`config.mk`:
```
export PLATFORM = sky130hd
export DESIGN_NAME = mtimer_responder
export DESIGN_NICKNAME = d
export VERILOG_FILES = /design/src/rtl/mtimer_responder.sv
export SDC_FILE = /design/constraint.sdc
export NUM_CORES = 1
export LEC_CHECK = 0
export ABC_CLOCK_PERIOD_IN_PS = 3400
export BUFFER_PORTS_ARGS = -buffer_cell sky130_fd_sc_hd__buf_2
export CAP_MARGIN = 20
export CORE_ASPECT_RATIO = 1.75
export CORE_MARGIN = 3
export CORE_UTILIZATION = 50
export CTS_CLUSTER_SIZE = 8
export DETAILED_ROUTE_END_ITERATION = 16
export GPL_ROUTABILITY_DRIVEN = 0
export GPL_TIMING_DRIVEN = 0
export PLACE_DENSITY_LB_ADDON = 0.3
export SYNTH_ARGS = -nofsm -noshare
export SYNTH_HDL_FRONTEND = slang
export SYNTH_SLANG_ARGS = --single-unit
export TNS_END_PERCENT = 50
```
`constraint.sdc`:
```
create_clock -name clk -period 3.4 [get_ports clk]
set_input_delay 0.34 -clock clk [delete_from_list [all_inputs] [get_ports clk]]
set_output_delay 0.34 -clock clk [all_outputs]
set_load 0.01 [all_outputs]
```
`src/rtl/mtimer_responder.sv`:
```
// mtimer_responder: memory-mapped RISC-V machine timer (mtime/mtimecmp)
// behind a single-outstanding valid/ready request/response port.
// Drives mtip when mtime >= mtimecmp.

module mtimer_responder #(
    parameter int unsigned PRESCALE = 1
) (
    input  logic        clk,
    input  logic        rst,
    input  logic        req_valid,
    output logic        req_ready,
    input  logic        req_we,
    input  logic [31:0] req_addr,
    input  logic [31:0] req_wdata,
    output logic        rsp_valid,
    input  logic        rsp_ready,
    output logic [31:0] rsp_rdata,
    output logic        rsp_err,
    output logic        mtip
);

    localparam logic [31:0] ADDR_TIME_LO = 32'h0000_8004;
    localparam logic [31:0] ADDR_TIME_HI = 32'h0000_8008;
    localparam logic [31:0] ADDR_CMP_LO  = 32'h0000_800C;
    localparam logic [31:0] ADDR_CMP_HI  = 32'h0000_8010;

    localparam logic [15:0] PRESC_LAST = 16'(PRESCALE - 1);

    logic [15:0] presc;
    logic [63:0] mtime;
    logic [63:0] mtimecmp;

    logic        accept;
    logic        tick;
    logic        mapped;
    logic        wr_time_lo;
    logic        wr_time_hi;
    logic        wr_cmp_lo;
    logic        wr_cmp_hi;
    logic [31:0] load_data;

    // Handshake, increment strobe and register-map decode.
    always_comb begin
        req_ready  = !rst && (!rsp_valid || rsp_ready);
        accept     = req_valid && req_ready;
        tick       = (presc == PRESC_LAST);
        mapped     = 1'b1;
        load_data  = '0;
        case (req_addr)
            ADDR_TIME_LO: load_data = mtime[31:0];
            ADDR_TIME_HI: load_data = mtime[63:32];
            ADDR_CMP_LO:  load_data = mtimecmp[31:0];
            ADDR_CMP_HI:  load_data = mtimecmp[63:32];
            default:      mapped    = 1'b0;
        endcase
        wr_time_lo = accept && req_we && (req_addr == ADDR_TIME_LO);
        wr_time_hi = accept && req_we && (req_addr == ADDR_TIME_HI);
        wr_cmp_lo  = accept && req_we && (req_addr == ADDR_CMP_LO);
        wr_cmp_hi  = accept && req_we && (req_addr == ADDR_CMP_HI);
    end

    // Prescaler and mtime; a store to either half wins over that cycle's increment.
    always_ff @(posedge clk) begin
        if (rst) begin
            presc <= '0;
            mtime <= '0;
        end else begin
            presc <= tick ? '0 : presc + 16'd1;
            if (wr_time_lo) begin
                mtime[31:0] <= req_wdata;
            end else if (wr_time_hi) begin
                mtime[63:32] <= req_wdata;
            end else if (tick) begin
                mtime <= mtime + 64'd1;
            end
        end
    end

    // mtimecmp halves, written independently.
    always_ff @(posedge clk) begin
        if (rst) begin
            mtimecmp <= '1;
        end else begin
            if (wr_cmp_lo) mtimecmp[31:0]  <= req_wdata;
            if (wr_cmp_hi) mtimecmp[63:32] <= req_wdata;
        end
    end

    // Registered level interrupt from the current-cycle comparison.
    always_ff @(posedge clk) begin
        if (rst) begin
            mtip <= 1'b0;
        end else begin
            mtip <= (mtime >= mtimecmp);
        end
    end

    // Response register; held until consumed, dropped on reset.
    always_ff @(posedge clk) begin
        if (rst) begin
            rsp_valid <= 1'b0;
            rsp_rdata <= '0;
            rsp_err   <= 1'b0;
        end else if (accept) begin
            rsp_valid <= 1'b1;
            rsp_rdata <= (!req_we && mapped) ? load_data : '0;
            rsp_err   <= !mapped;
        end else if (rsp_ready) begin
            rsp_valid <= 1'b0;
        end
    end

endmodule

```
# Word level (Yosys, flattened, before mapping)
# Index checks and enable logic that the tools add are counted.
# W data, S select, Z words.
# totals
regBits	179
word_cells	48
mem_count	0
out_inout_bits	36
latch_bits	0
input_bits	69
ram_bits	0
rom_bits	0
# op_classes
mul	0
shift	0
bitwise	1
reduce_logical	21
n_div	0
n_lt_le_gt_ge	1
mux	9
eq_ne	5
add_sub_neg	2
# ops
operator	count
$eq A32 B16 Y1 const B	4
$mux W32	4
$pmux W32 S4	1
$add A64 B1 Y64 const B	1
$ge A64 B64 Y1	1
$mux W64	1
$add A16 B1 Y16 const B	1
$logic_not A16 Y1	1
$logic_and A1 B1 Y1	8
$reduce_bool A2 Y1	3
$logic_not A1 Y1	4
$reduce_and A2 Y1	2
$reduce_or A4 Y1	1
$mux W1	3
$ne A2 B2 Y1 const B	1
$reduce_or A2 Y1	1
$logic_or A1 B1 Y1	1
$not A1 Y1	1

# Depth between registers and ports, before layout
# logic_depth
ltp_word	8
depth_mapped	11

# Least setup slack after synthesis
# Ideal clock, no wire load.
# synth_timing
path_kind	reg2reg
startpoint	register mtime[8]
endpoint	register mtime[57]
path_buffers	1
arrival_ps	2530
stages_incl_launch_ff	9
setup_ps	74
slack_ps	796
cell_sequence	dfxtp_1 nand4_2 or3_4 or4_4 buf_6 nor3_4 nand3_2 or4_1 a31oi_1
# synth_between
elab_chain_cells	3
# synth_lines
element	line_no	source
start: declaration	30	logic [63:0] mtime;
start signal: assignment	70	mtime[31:0] <= req_wdata;
start signal: assignment	74	mtime <= mtime + 64'd1;
$add A64 B1 Y64	74	
$mux W64	73	end else if (tick) begin
$mux W32	71	end else if (wr_time_hi) begin
# Every way passes these cells. The select of a mux whose other input is x is not followed.
# A chain may end at the register's enable or synchronous reset.

# Worst setup path after layout
# layout_timing
startpoint	register mtime[0]
endpoint	register mtip
# layout_between
elab_chain_cells	1
# layout_lines
element	line_no	source
$ge A64 B64 Y1	94	mtip <= (mtime >= mtimecmp);
end signal: assignment	94	
end: declaration	19	output logic mtip
# Every way passes these cells.

==> out/qor.yml <==
status: "finished clean"
place_area_um2: 11100
wl_per_cell_um: 22.9
synthCells: 1236
cts_resized: 0
dieArea_um2: 22300
drv_cap: 0
fillers: 1889
crit_slowest_cell: "a2111oi_0"
layoutNonFillerInstCount: 1619
synth-edff-count: 0
setup_viol: 0
crit_required_ns: 3.71
synth_seq_cells: 179
wl_met3_um: 3060
arrival_ns: 3.69
place_hpwl_um: 27400
cts_buffer_depth: 2
drv_slew: 0
drc: 0
drt-total-wl_um: 37100
critPathMaxFanout: 6
overflow: 0
peakVddDrop_mv: 0.324
cp_slowest_stage_delay_ns: 1.07
routedLengthMet1_um: 12400
synth_warnings: 0
synth_common_cells: "dfxtp_1 (179), nor2_1 (132), nand2_1 (114)"
finalPower_mw: 4.47
antenna_found_initial: 1
area_growth_pct: 14.7
synth_top_area_cell: "dfxtp_1"
dr_wl_met2_um: 18200
drtAntennaViolNets: 0
final_area_um2: 11700
die_h_um: 195
vias: 10646
drt_iter0_drc: 1275
layout.nets: 1497
insertion_delay_ns: 0.45
seq_area_um2: 3580
cts_buffers: 17
core_um2: 19900
dp_cells: 1585
crit_path_end_kind: "flip-flop"
syn_area_um2: 10200
syn_nets: 1372
synthFlopType: "dfxtp_1"
highest_layer: "met4"
initial_core_util_pct: 51.3
viasPerCell: 6.58
clock-root-buffer: "clkbuf_16"
hold_violations: 0
r2r_setup_slack_ns: 0.02
worstHoldEndpoint: "mtime[4]"
r2r_cells: 9
slew_headroom_pct: 15.5
seq_area_frac_synth_pct: 35.1
fin_skew_ns: 0.0138
hold_path.class: "input pin to flip-flop"
worst_pin_slew_ns: 1.24
min_from: "req_wdata[4]"
firstDrtPassIters: 7
fin_crit_ns: 3.38
dieWidth_um: 114
ys_types: 56
avgSynthCellArea_um2: 8.27
power_leakage_nw: 5.02
r2r-end: "mtip"
synth.most_common_cell: "dfxtp_1"
holdBufCountCts: 0
port-buffer-count: 103
grt_pass1_wl_um: 56900
drive_above_1_share_pct: 13.5
period_share_pct: 99.5
cts_max_level: 4
cts_tree: "yes"
cts_setup_buffers: 0
whs_path_depth: 3
grt_usage_pct: 33.0
grt_pass1_vias: 10388
clock_sinks: 179
row_count: 68
p_per_area_nw_per_um2: 382
start_kind: "flip-flop"
cts.clk_slew.worst_paths_ns: 0.08
path_cells: "inv_1, ha_1, nand2b_1, a2111oi_0, o31ai_1, a21oi_1, o21ai_0, a21oi_1, o21ai_0"
yosysTopAreaCellShare_pct: 35.1
multi_input_area_um2: 6060
max_freq_mhz: 296
grt_max_degree: 17
critical_path_class: "flip-flop to flip-flop"
synthTopCellsByArea: "dfxtp_1 (35%), ha_1 (8.2%), a211o_1 (5.6%), nor2_1 (4.8%), nand2_1 (4.2%)"
post-route-util_pct: 58.9
diodes: 0
ios: 105
rsz0062_at_grt: "false"
synthArstFlopShare_pct: 0
reg2reg_from: "mtime[0]"
stage by stage:
stage / setup WS (ns) / setup TNS (ns) / hold WS [ns]
CTS: 0.135 / 0 / 0.153
global placement: -0.707 / -5.85 / 0.430
floorplan: 0.796 / 0 / 0.438
finish: 0.0170 / 0 / 0.160
global route: 0.0158 / 0 / 0.165
detailed placement: -0.130 / -2.09 / 0.437
kinds of logic after synthesis:
group	after synthesis	synth area share [%]
and+or+nand+nor	429	20.5
AOI/OAI and AO/OA	331	23.3
DFF	179	35.1
buffers and inverters	155	5.82
adders and majority gates	67	8.20
xor gates and xnor gates	45	3.86
muxes	30	3.29
final cells by class:
class / count / area share (%)
multi-input cells: 902 / 51.7
flip-flops and latches: 179 / 30.6
repair buffers: 106 / 4.55
clock buffers: 20 / 3.90
plain buffers: 83 / 2.79
well taps: 245 / 2.62
inverters: 72 / 2.31
clock inverters: 12 / 1.53
worst max-delay path, delay by kind of cell, from the launching register on:
kind | cells | cell delay (ns)
AOI/OAI and AO/OA | 6 | 2.22
adders and majority gates | 1 | 0.30
buffers and inverters | 1 | 0.09
DFF | 1 | 0.47
and+or+nand+nor | 1 | 0.15
metal layers:
metal,GRT usage (%),up-vias
met3,7.22,222
met4,26.9,0
met5,0,-
met1,34.3,4972
met2,55.9,632
li1,-,4820
worst max path at each step:
stage,start,end,cells after the start
finish,mtime[0],mtip,9
global route,rsp_valid,mtime[58],8
detailed placement,req_addr[2],mtime[52],10
CTS,mtime[7],mtime[60],7
floorplan,mtime[8],mtime[57],8
global placement,mtime[0],mtime[50],8
registers in the layout (all words and copies together), names as in the netlist:
register and cells:
rsp_err 1, mtip 1, mtime 64, rsp_valid 1
rsp_rdata 32, mtimecmp 64, presc 16
power by group:
group / internal, mW / total [mW] / switching (mW)
registers: 2.10 / 2.11 / 0.00752
clock network: 1.27 / 2.17 / 0.896
logic: 0.0698 / 0.197 / 0.128
total: 3.44 / 4.47 / 1.03
layout by cell type, fill, tap and decap left out, types with 20 or more instances in the layout:
cell / instances
dfxtp_1: 179
nor2_1: 132
nand2_1: 114
buf_2: 108
inv_1: 72
o21ai_0: 69
ha_1: 67
a211o_1: 65
clkbuf_1: 63
a21oi_1: 51
nand4_1: 48
a222oi_1: 31
nand3_1: 30
mux2_2: 29
o31ai_1: 24
and3_1: 23
xor2_1: 23
xnor2_1: 22
nor4_1: 20
Power figures use the tool's default switching activity.
